File: src/rtl/imem_loader.sv
// imem_loader: boot-time writer for the instruction memory.
// Consumes a byte stream (16-bit little-endian word count, then little-endian
// 32-bit instructions) and issues one word write per assembled instruction.
// The core is kept in reset until the whole program has been written.

module imem_loader #(
  parameter int unsigned DEPTH     = 256,
  parameter logic [31:0] BASE_ADDR = 32'h0000_0000
) (
  input  logic        clk,
  input  logic        reset_n,
  input  logic        start,
  input  logic [7:0]  rx_data,
  input  logic        rx_valid,
  output logic        rx_ready,
  output logic        mem_wr_en,
  output logic [31:0] mem_wr_addr,
  output logic [31:0] mem_wr_data,
  output logic        core_hold,
  output logic        busy,
  output logic        done,
  output logic        error,
  output logic [15:0] words_loaded
);

  typedef enum logic [2:0] {
    S_IDLE,
    S_LEN_LO,
    S_LEN_HI,
    S_DATA,
    S_DONE,
    S_ERROR
  } state_e;

  state_e      state_q, state_d;
  logic [15:0] length_q, length_d;
  logic [1:0]  lane_q, lane_d;
  // Lanes 0..2 only; the fourth byte goes straight into mem_wr_data.
  logic [23:0] asm_q, asm_d;
  // Words fully assembled so far; runs one cycle ahead of words_loaded.
  logic [15:0] assembled_q, assembled_d;
  logic [15:0] words_q, words_d;
  logic        wr_en_q, wr_en_d;
  logic [31:0] wr_addr_q, wr_addr_d;
  logic [31:0] wr_data_q, wr_data_d;

  logic        xfer;
  logic        start_accept;
  logic        last_write;
  logic [15:0] len_full;

  assign xfer         = rx_valid && rx_ready;
  assign start_accept = start && (state_q == S_IDLE || state_q == S_DONE ||
                                  state_q == S_ERROR);
  assign len_full     = {rx_data, length_q[7:0]};
  assign last_write   = wr_en_q && ((words_q + 16'd1) == length_q);

  // State and datapath registers, asynchronously cleared.
  // NOTE: sequential state uses non-blocking (<=) so every register samples
  // pre-edge values; blocking here would make results depend on block order.
  always_ff @(posedge clk or negedge reset_n) begin
    if (!reset_n) begin
      state_q     <= S_IDLE;
      length_q    <= '0;
      lane_q      <= '0;
      asm_q       <= '0;
      assembled_q <= '0;
      words_q     <= '0;
      wr_en_q     <= 1'b0;
      wr_addr_q   <= '0;
      wr_data_q   <= '0;
    end else begin
      state_q     <= state_d;
      length_q    <= length_d;
      lane_q      <= lane_d;
      asm_q       <= asm_d;
      assembled_q <= assembled_d;
      words_q     <= words_d;
      wr_en_q     <= wr_en_d;
      wr_addr_q   <= wr_addr_d;
      wr_data_q   <= wr_data_d;
    end
  end

  // Next-state logic for the load sequence.
  // NOTE: every always_comb output gets a default first, so no path can leave
  // it unassigned and infer a latch.
  always_comb begin
    state_d = state_q;
    unique case (state_q)
      S_IDLE, S_DONE, S_ERROR: begin
        if (start_accept) state_d = S_LEN_LO;
      end
      S_LEN_LO: begin
        if (xfer) state_d = S_LEN_HI;
      end
      S_LEN_HI: begin
        if (xfer) begin
          if (len_full == 16'd0)                   state_d = S_DONE;
          else if ({16'd0, len_full} > 32'(DEPTH)) state_d = S_ERROR;
          else                                     state_d = S_DATA;
        end
      end
      S_DATA: begin
        if (last_write) state_d = S_DONE;
      end
      default: state_d = S_IDLE;
    endcase
  end

  // Datapath: length capture, byte-lane assembly, write strobe and counters.
  always_comb begin
    length_d    = length_q;
    lane_d      = lane_q;
    asm_d       = asm_q;
    assembled_d = assembled_q;
    words_d     = words_q;
    wr_en_d     = 1'b0;
    wr_addr_d   = wr_addr_q;
    wr_data_d   = wr_data_q;

    if (state_q == S_LEN_LO && xfer) length_d[7:0]  = rx_data;
    if (state_q == S_LEN_HI && xfer) length_d[15:8] = rx_data;

    if (state_q == S_DATA && xfer) begin
      unique case (lane_q)
        2'd0: asm_d[7:0]   = rx_data;
        2'd1: asm_d[15:8]  = rx_data;
        2'd2: asm_d[23:16] = rx_data;
        default: begin
          wr_en_d     = 1'b1;
          wr_data_d   = {rx_data, asm_q};
          wr_addr_d   = BASE_ADDR + {14'd0, assembled_q, 2'b00};
          assembled_d = assembled_q + 16'd1;
        end
      endcase
      lane_d = lane_q + 2'd1;
    end

    // The count advances at the end of the write cycle itself.
    if (wr_en_q) words_d = words_q + 16'd1;

    if (start_accept) begin
      lane_d      = 2'd0;
      assembled_d = 16'd0;
      words_d     = 16'd0;
    end
  end

  // Moore outputs decoded from the current state.
  always_comb begin
    rx_ready  = 1'b0;
    busy      = 1'b0;
    done      = 1'b0;
    error     = 1'b0;
    core_hold = 1'b1;
    unique case (state_q)
      S_LEN_LO, S_LEN_HI: begin
        rx_ready = 1'b1;
        busy     = 1'b1;
      end
      S_DATA: begin
        rx_ready = (assembled_q != length_q);
        busy     = 1'b1;
      end
      S_DONE: begin
        done      = 1'b1;
        core_hold = 1'b0;
      end
      S_ERROR: error = 1'b1;
      default: ;
    endcase
  end

  assign mem_wr_en    = wr_en_q;
  assign mem_wr_addr  = wr_addr_q;
  assign mem_wr_data  = wr_data_q;
  assign words_loaded = words_q;

endmodule

File: config.mk
export PLATFORM = sky130hd
export DESIGN_NAME = imem_loader
export DESIGN_NICKNAME = d
export VERILOG_FILES = /design/src/rtl/imem_loader.sv
export SDC_FILE = /design/constraint.sdc
export NUM_CORES = 1
export LEC_CHECK = 0
export ABC_AREA = 1
export CAP_MARGIN = 30
export CELL_PAD_IN_SITES_DETAIL_PLACEMENT = 1
export CELL_PAD_IN_SITES_GLOBAL_PLACEMENT = 1
export CORE_UTILIZATION = 43
export DETAILED_ROUTE_END_ITERATION = 6
export PLACE_DENSITY = 0.93
export SETUP_SLACK_MARGIN = 0.2
export SYNTH_ARGS = -nofsm -noshare
export SYNTH_HDL_FRONTEND = slang
export SYNTH_SLANG_ARGS = --single-unit
export TNS_END_PERCENT = 10
File: constraint.sdc
create_clock -name clk -period 3.2 [get_ports clk]
set_input_delay 0.64 -clock clk [delete_from_list [all_inputs] [get_ports clk]]
set_output_delay 0.64 -clock clk [all_outputs]
set_load 0.1 [all_outputs]
After elaboration in Yosys (flattened, before gate mapping)
Index checks and enable logic that the tools add are counted.
{"block": "op_classes", "muxes": 21, "order_cmp": 1, "n_reduce_logical": 23, "n_shift": 0, "add_sub_neg": 3, "mul": 0, "eq_ne": 14, "bitwise": 1, "n_div": 0}
{"op": "$mux 16", "n": 5}
{"op": "$add 16x1->16 const B", "n": 2}
{"op": "$mux 3", "n": 6}
{"op": "$eq 16x16->1", "n": 1}
{"op": "$gt 16x9->1 const B", "n": 1}
{"op": "$logic_not 16->1", "n": 1}
{"op": "$ne 16x16->1", "n": 1}
{"op": "$pmux 3 s4", "n": 1}
{"op": "$reduce_and 2->1", "n": 5}
{"op": "$reduce_or 3->1", "n": 3}
{"op": "$ne 2x2->1 const B", "n": 4}
{"op": "$eq 3x2->1 const B", "n": 2}
{"op": "$eq 3x3->1 const B", "n": 2}
{"op": "$logic_and 1x1->1", "n": 6}
{"op": "$mux 1", "n": 6}
{"op": "$mux 2", "n": 2}
{"op": "$reduce_and 4->1", "n": 1}
{"op": "$reduce_bool 2->1", "n": 2}
{"op": "$eq 3x1->1 const B", "n": 1}
{"op": "$logic_not 3->1", "n": 1}
{"op": "$add 2x1->2 const B", "n": 1}
{"op": "$eq 2x1->1 const B", "n": 1}
{"op": "$eq 2x2->1 const B", "n": 1}
{"op": "$logic_not 2->1", "n": 1}
{"op": "5 further kinds", "n": 6}
{"block": "word_totals", "latch_bits": 0, "memories": 0, "word_cells": 75, "reg_bits": 126, "output_inout_bits": 86, "mem_bits_rw": 0, "rom_bits": 0}

Longest topological paths before layout
{"block": "logic_depth", "ltp_word": 7, "depth_mapped": 15, "ltp_nobuf": 15}

Least setup slack after synthesis
Ideal clock, no wire load.
{"block": "synth_timing", "path_kind": "register to register", "from": "register state_q[0]", "to": "register wr_addr_q[10], in the netlist mem_wr_addr[10]", "arrival_ps": 2666, "stages_incl_launch_ff": 8, "setup_slack_ps": 409, "path_cell_list": "dfrtp_1 nor2_1 nor2_1 nand4_4 buf_6 buf_2 o21ai_0 nand2_1"}
{"block": "synth_between", "elab_chain_len": 6, "elab_cells_between_ends": 8}
{"item": "start: declaration", "line_no": "35", "rtl": "state_e state_q, state_d;"}
{"item": "start signal: assignment", "line_no": "73", "rtl": "state_q <= state_d;"}
{"item": "$eq 3x1->1 / $eq 3x2->1 (equally long branches)", "line_no": "157", "rtl": "unique case (state_q)"}
{"item": "$reduce_or 2->1"}
{"item": "$pmux 1 s2", "line_no": "157"}
{"item": "$logic_and 1x1->1", "line_no": "52", "rtl": "assign xfer = rx_valid && rx_ready;"}
{"item": "$logic_and 1x1->1 (*)", "line_no": "125", "rtl": "if (state_q == S_DATA && xfer) begin"}
{"item": "$reduce_and 2->1 (no line) (*)"}
{"item": "end signal: assignment", "line_no": "80", "rtl": "wr_addr_q <= wr_addr_d;"}
{"item": "end: declaration", "line_no": "44", "rtl": "logic [31:0] wr_addr_q, wr_addr_d;"}
Every way passes the cells marked *; elsewhere a longest branch is shown, timed or not.
A chain may end at the register's enable or synchronous reset.

Worst setup path after layout
{"block": "layout_timing", "from": "register length_q[15]", "to": "output port rx_ready"}
{"block": "layout_between", "elab_chain_len": 2}
{"item": "start: declaration", "line_no": "36", "rtl": "logic [15:0] length_q, length_d;"}
{"item": "start signal: assignment", "line_no": "74", "rtl": "length_q <= length_d;"}
{"item": "$ne 16x16->1", "line_no": "163", "rtl": "rx_ready = (assembled_q != length_q);"}
{"item": "$pmux 1 s2", "line_no": "157"}
{"item": "end: declaration", "line_no": "15", "rtl": "output logic rx_ready,"}
Every way passes these cells.

==> flow_metrics.tcl <==
set metrics [dict create \
    ant_nets 0 \
    avgViaCountPerCell 5.633 \
    finalCriticalPeriod_ps 2901 \
    nFillCells 1906 \
    cp-startpoint "length_q[15]" \
    drive_gt1_share_pct 13.41 \
    synth_flop_cell "dfrtp_1" \
    ys_warn_count 0 \
    synth.distinct_cells 37 \
    worst-path-buf-inv 1 \
    status "completed" \
    area_delta_synth_final_pct 21.13 \
    syn_area_per_cell_um2 7.581 \
    yosys.area.top_type_share_pct 47.00 \
    gp_congestion 0.9172 \
    placed_area_um2 7457 \
    syn-cell-area_um2 6709 \
    cp-end-kind "primary output" \
    antenna_found_initial 0 \
    critPathTopFamily "simple AND/OR/NAND/NOR gates" \
    tritoncts "yes" \
    cp_slowest_stage_delay_ps 470 \
    vias 6562 \
    cts.sinks 126 \
    ys_seq_area_share_pct 47.00 \
    final_area_um2 8127 \
    num_io_pins 98 \
    synth_edf_count 0 \
    hold_ws_ps 137.3 \
    fin_crit_sh_pct 90.67 \
    io_buffers 81 \
    finalHoldViolCount 0 \
    grt_max_degree 101 \
    initial_core_util_pct 44.13 \
    clock_latency_ps 430 \
    power_leakage_nw 4.227 \
    root_buffer "clkbuf_16" \
    dp.cells 1134 \
    core-area_um2 15200 \
    rsz0062_at_grt "false" \
    relSlewSlack_pct 51.82 \
    grt_usage_pct 29.79 \
    clk_pin_slew_worst_paths_ps 60 \
    drt_wl_total_um 22760 \
    cts_hold_buf 0 \
    async_reset_ff_share_pct 100.0 \
    synth_top_area_cell "dfrtp_1" \
    cp.required_ps 2560 \
    cts.htree.levels 4 \
    r2r-end "assembled_q[2]" \
    synth_most_common_cell "nand2_1" \
    drt_first_pass_iters 5 \
    dr.first_iter.drc_count 551 \
    cts.path.max_buffers 2 \
    hold_class "primary input to async pin" \
    rr_startpoint "assembled_q[8]" \
    arrival_ps 2260 \
    slowest_stage "or3b_2" \
    n_antenna_cell 0 \
    slew_viol_final 0 \
    row_count 45 \
    max_freq_ghz 0.3447 \
    power_density_nw_per_um2 725.6 \
    synth_cells 885 \
    die-width_um 126.9 \
    reg2reg_depth 13 \
    peakVddDrop_mv 0.4243 \
    startpoint_type "flop" \
    synth_common_cells "nand2_1, dfrtp_1, o21ai_0" \
    dpl.hpwl_um 14850 \
    setup_tns_ps 0 \
    cp_max_fo 4 \
    cts_buffers 17 \
    finClkSkew_ps 6.377 \
    maxCapViolCount 0 \
    synth_area_leaders "dfrtp_1, nand2_1, o21ai_0, nand3_1, inv_1" \
    grt_pass1_wl_um 36910 \
    wl_per_cell_um 19.53 \
    instances_no_fill 1165 \
    path_cells "xor2_1 > or3b_2 > nor3_1 > nand4_1 > nand2_1 > nand3_1 > buf_6" \
    setup_viol 0 \
    synth-seq-cells 126 \
    critPathKind "flop to primary output" \
    overflow 0 \
    tightest_slew_ps 721.9 \
    power_w 0.005896 \
    rrSetupSlack_ps 690 \
    die_h_um 126.9 \
    grt_pass1_vias 6814 \
    drc_errors 0 \
    fp.dieArea_um2 16110 \
    fin_nets 983 \
]
-- how the worst max path moves through the flow --
stage,depth (start not counted),slack (ps),endpoint
2_1_floorplan,7,410,mem_wr_addr[10]
3_3_place_gp,6,750,assembled_q[15]
3_5_place_dp,6,680,assembled_q[10]
4_1_cts,7,260,rx_ready
5_1_grt,7,220,rx_ready
6_report,7,300,rx_ready
-- layout by cell type, fill, tap and decap left out, types with 4 or more instances in the layout --
cell             instances
nor2_2                   6
nand2_1                307
nand4_1                 14
a21oi_1                 11
o21ai_0                100
nand3_1                 57
buf_4                   76
ha_1                     6
nand3b_1                 9
nor2_1                  62
o21ai_1                  4
clkdlybuf4s50_1         10
xor2_1                  12
bufinv_16                6
inv_1                   73
clkbuf_16               17
o22ai_1                 13
nor4_1                   7
or2_2                    4
dfrtp_1                126
conb_1                  16
nor3_1                  11
-- stage by stage --
stage,util (%),worst slack [ps]
after global routing,53.46,224.7
after floorplan,-,409.4
final,53.46,298.5
after CTS,53.43,259.8
after detailed placement,49.05,680.0
after global placement,49.05,749.6
-- state kept, by name (all words and copies together), names as in the netlist --
| signal | count |
|---|---|
| assembled_q | 16 |
| length_q | 16 |
| words_loaded | 16 |
| mem_wr_addr | 16 |
| mem_wr_en | 1 |
| mem_wr_data | 32 |
| asm_q | 24 |
| state_q | 3 |
| lane_q | 2 |
-- per-layer routing --
layer  GRT usage (%)  part of all wire [%]
met5               0                     0
met3           5.188                   4.7
met1           36.66                    42
met4           14.22                   3.7
met2           50.81                    50
-- timing repair --
action | in CTS | in global routing
setup endpoints to repair | 0 | 1
endpoints found under the hold margin | 0 | 0
gates resized for setup | 0 | 1
setup buffers | 0 | 0
-- logic make-up after synthesis --
| group | after synthesis | share of synthesized area, % |
|---|---|---|
| and+or+nand+nor | 487 | 31.07 |
| AOI/OAI and AO/OA | 130 | 10.02 |
| DFF | 126 | 47.00 |
| buffers and inverters | 118 | 8.094 |
| xor gates and xnor gates | 17 | 2.648 |
| adders and majority gates | 6 | 1.119 |
| other | 1 | 0.05590 |
-- power breakdown --
part           leakage, nW  switching [W]  internal [W]
Sequential            1.72       0.000263       0.00181
Combinational         2.19        0.00117      0.000423
Clock                0.320       0.000771       0.00146
Total                 4.23        0.00221       0.00369
-- final cells by class --
cell class | count | area [µm²] | area share (%)
Clock inverter | 14 | 240.2 | 2.956
Sequential cell | 126 | 3153 | 38.80
Inverter | 75 | 281.5 | 3.464
Timing Repair Buffer | 89 | 721.9 | 8.884
Tap cell | 188 | 235.2 | 2.895
Multi-Input combinational cell | 656 | 3069 | 37.77
Clock buffer | 17 | 425.4 | 5.235
(Power assumes the default switching activity.)
